**src/rtl/calc_entry_display_ctrl.sv**
```systemverilog
// Keypad-to-ALU sequencer: builds a BCD operand from key codes, hands it off over valid/ready,
// loads the result back and mirrors the working value into frame-synchronous display registers.
module calc_entry_display_ctrl #(
   parameter int MAX_DIGITS = 10
) (
   input  logic                    clk_100MHz,
   input  logic                    rst_n,
   input  logic                    key_valid,
   input  logic [3:0]              key_code,
   output logic                    key_ready,
   output logic                    op_valid,
   output logic [4*MAX_DIGITS-1:0] op_bcd,
   output logic [3:0]              op_digits,
   input  logic                    op_ready,
   input  logic                    res_valid,
   input  logic [4*MAX_DIGITS-1:0] res_bcd,
   input  logic [3:0]              res_digits,
   input  logic                    frame_start,
   output logic [4*MAX_DIGITS-1:0] numActual,
   output logic [3:0]              counterTotal,
   output logic                    ovf,
   output logic [1:0]              dbg_state
);

   localparam int          BW      = 4 * MAX_DIGITS;
   localparam logic [3:0]  MAX_CNT = 4'(MAX_DIGITS);

   // Handshakes: a key moves on an edge with key_valid && key_ready; the operand moves on an
   // edge with op_valid && op_ready and op_bcd/op_digits hold steady until then; res_valid is a
   // one-cycle strobe honoured only while waiting for a result.
   typedef enum logic [1:0] {
      ST_ENTRY    = 2'd0,
      ST_SEND     = 2'd1,
      ST_WAIT_RES = 2'd2,
      ST_RESULT   = 2'd3
   } state_t;

   state_t          state, state_n;
   logic [BW-1:0]   work_buf, buf_n;
   logic [3:0]      work_cnt, cnt_n;
   logic            ovf_q, ovf_n;
   logic            key_accept;
   logic            is_digit;

   assign key_ready  = (state == ST_ENTRY) || (state == ST_RESULT);
   assign op_valid   = (state == ST_SEND);
   assign op_bcd     = work_buf;
   assign op_digits  = (work_cnt == 4'd0) ? 4'd1 : work_cnt;
   assign ovf        = ovf_q;
   assign dbg_state  = state;
   assign key_accept = key_valid && key_ready;
   assign is_digit   = (key_code <= 4'h9);

   always_ff @(posedge clk_100MHz or negedge rst_n) begin
      if (!rst_n) begin
         state    <= ST_ENTRY;
         work_buf <= '0;
         work_cnt <= '0;
         ovf_q    <= 1'b0;
      end else begin
         state    <= state_n;
         work_buf <= buf_n;
         work_cnt <= cnt_n;
         ovf_q    <= ovf_n;
      end
   end

   always_comb begin
      state_n = state;
      buf_n   = work_buf;
      cnt_n   = work_cnt;
      ovf_n   = ovf_q;
      case (state)
         ST_ENTRY: begin
            if (key_accept) begin
               if (is_digit) begin
                  if (work_cnt >= MAX_CNT) begin
                     ovf_n = 1'b1;
                  end else if (!(key_code == 4'h0 && work_cnt == 4'd0)) begin
                     buf_n = {work_buf[BW-5:0], key_code};
                     cnt_n = work_cnt + 4'd1;
                  end
               end else if (key_code == 4'hA) begin
                  if (work_cnt != 4'd0) begin
                     buf_n = work_buf >> 4;
                     cnt_n = work_cnt - 4'd1;
                  end
               end else if (key_code == 4'hB) begin
                  buf_n = '0;
                  cnt_n = '0;
                  ovf_n = 1'b0;
               end else if (key_code == 4'hC) begin
                  state_n = ST_SEND;
               end
            end
         end
         ST_SEND: begin
            if (op_ready) state_n = ST_WAIT_RES;
         end
         ST_WAIT_RES: begin
            if (res_valid) begin
               buf_n = res_bcd;
               if (res_digits == 4'd0)        cnt_n = 4'd1;
               else if (res_digits > MAX_CNT) cnt_n = MAX_CNT;
               else                           cnt_n = res_digits;
               state_n = ST_RESULT;
            end
         end
         ST_RESULT: begin
            // A fresh digit starts a new number; backspace cannot edit a result.
            if (key_accept) begin
               if (is_digit) begin
                  buf_n   = {{(BW-4){1'b0}}, key_code};
                  cnt_n   = (key_code == 4'h0) ? 4'd0 : 4'd1;
                  ovf_n   = 1'b0;
                  state_n = ST_ENTRY;
               end else if (key_code == 4'hB) begin
                  buf_n   = '0;
                  cnt_n   = '0;
                  ovf_n   = 1'b0;
                  state_n = ST_ENTRY;
               end else if (key_code == 4'hC) begin
                  state_n = ST_SEND;
               end
            end
         end
         default: state_n = ST_ENTRY;
      endcase
   end

   // Shadow copy taken only at frame start so the painter never sees a partial update.
   always_ff @(posedge clk_100MHz or negedge rst_n) begin
      if (!rst_n) begin
         numActual    <= '0;
         counterTotal <= '0;
      end else if (frame_start) begin
         numActual    <= work_buf;
         counterTotal <= work_cnt;
      end
   end

endmodule

```
**config.mk**
```make
export PLATFORM = sky130hd
export DESIGN_NAME = calc_entry_display_ctrl
export DESIGN_NICKNAME = d
export VERILOG_FILES = /design/src/rtl/calc_entry_display_ctrl.sv
export SDC_FILE = /design/constraint.sdc
export NUM_CORES = 1
export LEC_CHECK = 0
export ABC_AREA = 1
export CORE_MARGIN = 2
export CORE_UTILIZATION = 48
export CTS_CLUSTER_DIAMETER = 30
export DETAILED_ROUTE_END_ITERATION = 10
export HOLD_SLACK_MARGIN = 0.08
export PLACE_DENSITY = 0.82
export SLEW_MARGIN = 20
export SYNTH_ARGS = -nofsm -noshare
export SYNTH_HDL_FRONTEND = slang
export SYNTH_SLANG_ARGS = --single-unit
```
**constraint.sdc**
```tcl
create_clock -name clk_100MHz -period 2.3 [get_ports clk_100MHz]
set_clock_uncertainty 0.2 [all_clocks]
set_input_delay 0.46 -clock clk_100MHz [delete_from_list [all_inputs] [get_ports clk_100MHz]]
set_output_delay 0.46 -clock clk_100MHz [all_outputs]
set_load 0.05 [all_outputs]
```
Word-level counts from Yosys, hierarchy flattened
Index checks and enable logic that the tools add are counted.
{ "op_classes": {"addsub": 2, "order_cmp": 3, "eq_ne": 18, "mux": 45, "n_reduce_logical": 13} }
{ "ops": {"columns": ["operator", "count"], "rows": [
  ["$mux 40", 10],
  ["$pmux 40 s3", 1],
  ["$mux 4", 13],
  ["$mux 2", 10],
  ["$reduce_and 7->1", 2],
  ["$eq 4x4->1 const B", 3],
  ["$logic_not 4->1", 3],
  ["$ne 2x2->1 const B", 6],
  ["$pmux 4 s3", 1],
  ["$ne 3x3->1 const B", 3],
  ["$mux 1", 8],
  ["$pmux 2 s4", 1],
  ["$reduce_and 5->1", 1],
  ["$add 4x1->4 const B", 1],
  ["$eq 2x2->1 const B", 2],
  ["$ge 4x4->1 const B", 1],
  ["$gt 4x4->1 const B", 1],
  ["$le 4x4->1 const B", 1],
  ["$ne 4x3->1 const B", 1],
  ["$reduce_bool 4->1", 1],
  ["$sub 4x1->4 const B", 1],
  ["$ne 3x2->1 const B", 1],
  ["$reduce_bool 3->1", 1],
  ["$eq 2x1->1 const B", 1],
  ["6 further kinds", 7]
]} }
{ "totals": {"ff_bits": 91, "in_bits": 54, "out_inout_bits": 93, "wordCells": 87} }

Depth between registers and ports, before layout
{ "depth": {"depth_word": 7, "depth_mapped": 14, "mapped_depth_nobuf": 13} }

Worst setup path before layout
Ideal clock, no wire load.
{ "synth_timing": {"path_type": "register to register", "start": "reg state[0] (netlist: dbg_state[0])", "end": "reg work_buf[10] (netlist: op_bcd[10])", "setup_time_ps": 120, "arrival_time_ps": 2480, "required_time_ps": 1980, "slack_ps": -500, "path_stages_with_launch": 15, "path_buffers": 2, "period_less_slack_ps": 2800, "cell_sequence": "dfrtp_1 > inv_1 > ha_1 > inv_1 > nand2_1 > nand2_1 > nand3_1 > nor2_2 > nand2_4 > inv_4 > nand2_2 > buf_6 > buf_6 > nand2_1 > nand2_1"} }
{ "synth_via": {"elab_chain_cells": 5, "elab_cells_between_ends": 14, "classes_between": "eq/ne (8); mux (1); reduce/logical (5)"} }
{ "synth_rtl": {"columns": ["element", "line", "rtl"], "rows": [
  ["from (decl)", "38", "state_t state, state_n;"],
  ["from (signal assigned)", "61", "state <= state_n;"],
  ["$eq 2x2->1 / $logic_not 2->1 (equally long branches)", "45", "assign key_ready = (state == ST_ENTRY) || (state == ST_RESULT);"],
  ["$logic_or 1x1->1 (*)", "45", null],
  ["via key_ready", "10", "output logic key_ready,"],
  ["$logic_and 1x1->1 (*)", "51", "assign key_accept = key_valid && key_ready;"],
  ["$ne 2x2->1 (no source line)", null, null],
  ["$reduce_and 7->1 (no source line) (*)", null, null],
  ["to (signal assigned)", "62", "work_buf <= buf_n;"],
  ["to (decl)", "39", "logic [BW-1:0] work_buf, buf_n;"]
]} }
The timed path passes the listed nets; every way through them passes the cells marked *.
A chain may end at the register's enable or synchronous reset.

Final worst setup path
{ "layout_timing": {"start": "reg numActual[20]", "end": "out numActual[20]"} }
{ "layout_lines": {"columns": ["element", "line", "rtl"], "rows": [
  ["from (decl)", "19", "output logic [4*MAX_DIGITS-1:0] numActual,"],
  ["from (signal assigned)", "137", "numActual <= work_buf;"]
]} }
No word-level cell between the ends.

==> summary.md <==
| Metric | Value |
|---|---|
| Netlist cell types | 30 |
| Post-place setup slack | -82.02 ps |
| Largest family of logic cells by synthesized area | simple AND/OR/NAND/NOR gates |
| Starting Density | 48.57% |
| Layout cells sized above 1 | 17.36% |
| Outcome | completed |
| Post-Syn Area | 4947 µm² |
| GRT Overall Usage | 27.87% |
| Port buffer count | 146 |
| Drt initial violations | 388 |
| Delay-heaviest family, CP | buffers and inverters |
| Grt total ovfl | 0 |
| Slew margin rel. | 63.77% |
| Wirelength per Cell | 16.44 µm |
| Area grow syn2layout | 44.08% |
| Critical path class | register to output pin |
| Via count | 5000 |
| F_max | 0.4466 GHz |
| Worst Slack Setup Final | 60.90 ps |
| Post-Synth XOR/XNOR Area | 0.3541% |
| Buf/Inv on CP | 1 |
| Crit path time final | 2239 ps |
| Largest net degree at the start of global routing | 37 |
| WHS | 248.7 ps |
| CTS Buf Count | 9 |
| CP Launch Type | register |
| CTS tree | yes |
| Slew @ Worst Pin | 542.6 ps |
| Core Area | 10180 µm² |
| Antenna violations before repair | 0 |
| Leading cell types in the layout, fill and taps excluded | nand2_1 (274), clkdlybuf4s50_1 (98), dfrtp_1 (88) |
| GPL Wtd Cong | 0.9195 |
| Layout Nets | 853 |
| Clk sink count | 91 |
| Vias in the first global route | 4847 |
| Setup Viol. Count Final | 0 |
| Critical Path RT | 1640 ps |
| Final HPWL DP | 11010 µm |
| Part of the cycle the worst path needs | 97.35% |
| Adder-cell share of the synthesized area | 2.276% |
| Die area | 11130 µm² |
| Longest Clk Path Bufs | 2 |
| Peak VDD IR | 0.8011 mV |
| Post-route ant nets | 0 |
| Via-to-Cell Ratio | 5.371 |
| Sequential share of the synthesized area | 46.03% |
| Max Cap Violations | 0 |
| WL final | 15310 µm |
| Htree depth | 3 |
| Row Count | 37 |
| Fin. Hold Viols | 0 |
| Slowest stage cell, crit path | clkdlybuf4s50_1 |
| Yosys warns | 0 |
| Top-Level Pins | 147 |
| # diodes | 0 |
| #FFs+latches synth | 91 |
| Leakage | 3.698 nW |
| Synth Area per Inst | 7.916 µm² |
| Chip width | 105.5 µm |
| First-pass GRT wire length | 24700 µm |
| Simple-gate share of the synthesized area | 31.13% |
| Worst-path cell chain | clkdlybuf4s50_1 |
| DRT Pass-1 Iters | 5 |
| Slew Viols, Final | 0 |
| Largest fanout on the critical path | 2 |
| Cells after synthesis | 625 |
| Most common cell after layout, fill and taps aside | nand2_1 |
| Critical path endpoint category | output pin |
| Synth Net Count | 688 |
| Synth Area in Compound Gates | 5.488% |
| DRC Markers | 0 |
| Root Driver | clkbuf_8 |
| Worst-path clk slew | 100 ps |
| WP data arrival | 1580 ps |
| Worst skew pair latency | 370 ps |
| CP peak stage delay | 820 ps |
| Mux contribution to synthesized area | 8.877% |
| Power per cell area | 1632 nW/µm² |
| Worst min-delay path category | input pin to register |
| Overall Power | 11.64 mW |
| Die height | 105.5 µm |
routing by layer:
metal	global-route usage, %	part of all wire [%]	vias up
met5	0	0	-
met4	9.492	2.4	0
met3	5.133	7.3	35
met2	44.88	48	244
met1	38.03	43	2392
li1	-	-	2329
flip-flops by register name, indices dropped and copies added, names as in the netlist:
| register | cells |
|---|---|
| counterTotal | 4 |
| ovf | 1 |
| numActual | 40 |
| work_cnt | 4 |
| op_bcd | 40 |
| dbg_state | 2 |
stage by stage:
stage               std cells  instance area (µm²)  setup TNS, ps  util, %
global placement          911                 6830          -2431    67.06
global route              931                 7128         -7.450    69.99
floorplan                 625                 4966          -2088        -
detailed placement        911                 6830          -2334    67.06
finish                    931                 7128              0    69.99
CTS                       928                 7037              0    69.09
area by class of cell:
type | instances | area [µm²]
Sequential cell | 91 | 2281
Multi-Input combinational cell | 471 | 2415
Timing Repair Buffer | 188 | 1918
Clock inverter | 6 | 96.34
Fill cell | 815 | 3057
Inverter | 29 | 120.1
Tap cell | 136 | 170.2
Clock buffer | 10 | 127.6
what timing repair did:
action | 4_1_cts | 5_1_grt
hold buffers | 1 | 0
pin swaps | 0 | 1
gates resized for setup | 24 | 20
buffers inserted | 0 | 2
gates cloned | 0 | 1
endpoints found under the hold margin | 32 | 0
setup endpoints to repair | 24 | 44
power breakdown:
| part | internal, mW | switching [mW] |
|---|---|---|
| clock network | 0.626 | 0.619 |
| logic | 2.62 | 4.87 |
| registers | 2.26 | 0.648 |
synth_stat cells, drive strengths merged:
cell type  instances  area, µm²
nand4              2      12.51
clkbuf            12      45.04
inv               28      107.6
nand2            282       1084
buf               22      132.6
ha                 9      112.6
dfrtp             91       2277
a31oi              1      6.260
nand3             61      315.3
o21ai             17      85.08
a21boi             2      15.01
o211ai             6      45.04
a21oi             17      85.08
mux2              39      439.2
clkinv             1      3.750
o221ai             4      35.03
nor3               1      16.27
or2                1      6.260
nor2              27      106.4
xor2               2      17.52
worst paths after layout:
| check | startpoint | endpoint | slack (ps) | cells after the start |
|---|---|---|---|---|
| min in group asynchronous | rst_n | numActual[10] | 380 | 2 |
| worst min-delay path | frame_start | numActual[12] | 250 | 2 |
| worst max register to register | dbg_state[0] | op_bcd[15] | 120 | 13 |
| worst max-delay path | numActual[20] | numActual[20] | 60 | 1 |
| worst min register to register | numActual[19] | numActual[19] | 320 | 1 |
| max in group asynchronous | rst_n | numActual[19] | 960 | 3 |
cell families (layout without fill, tap and decap cells):
kind of cell,Yosys count,count (layout)
mux,39,39
xor+xnor,2,2
simple gates,374,374
compound gates,47,47
buf+inv,63,233
fa+ha+maj,9,9
flops,91,91
Power figures use the tool's default switching activity.
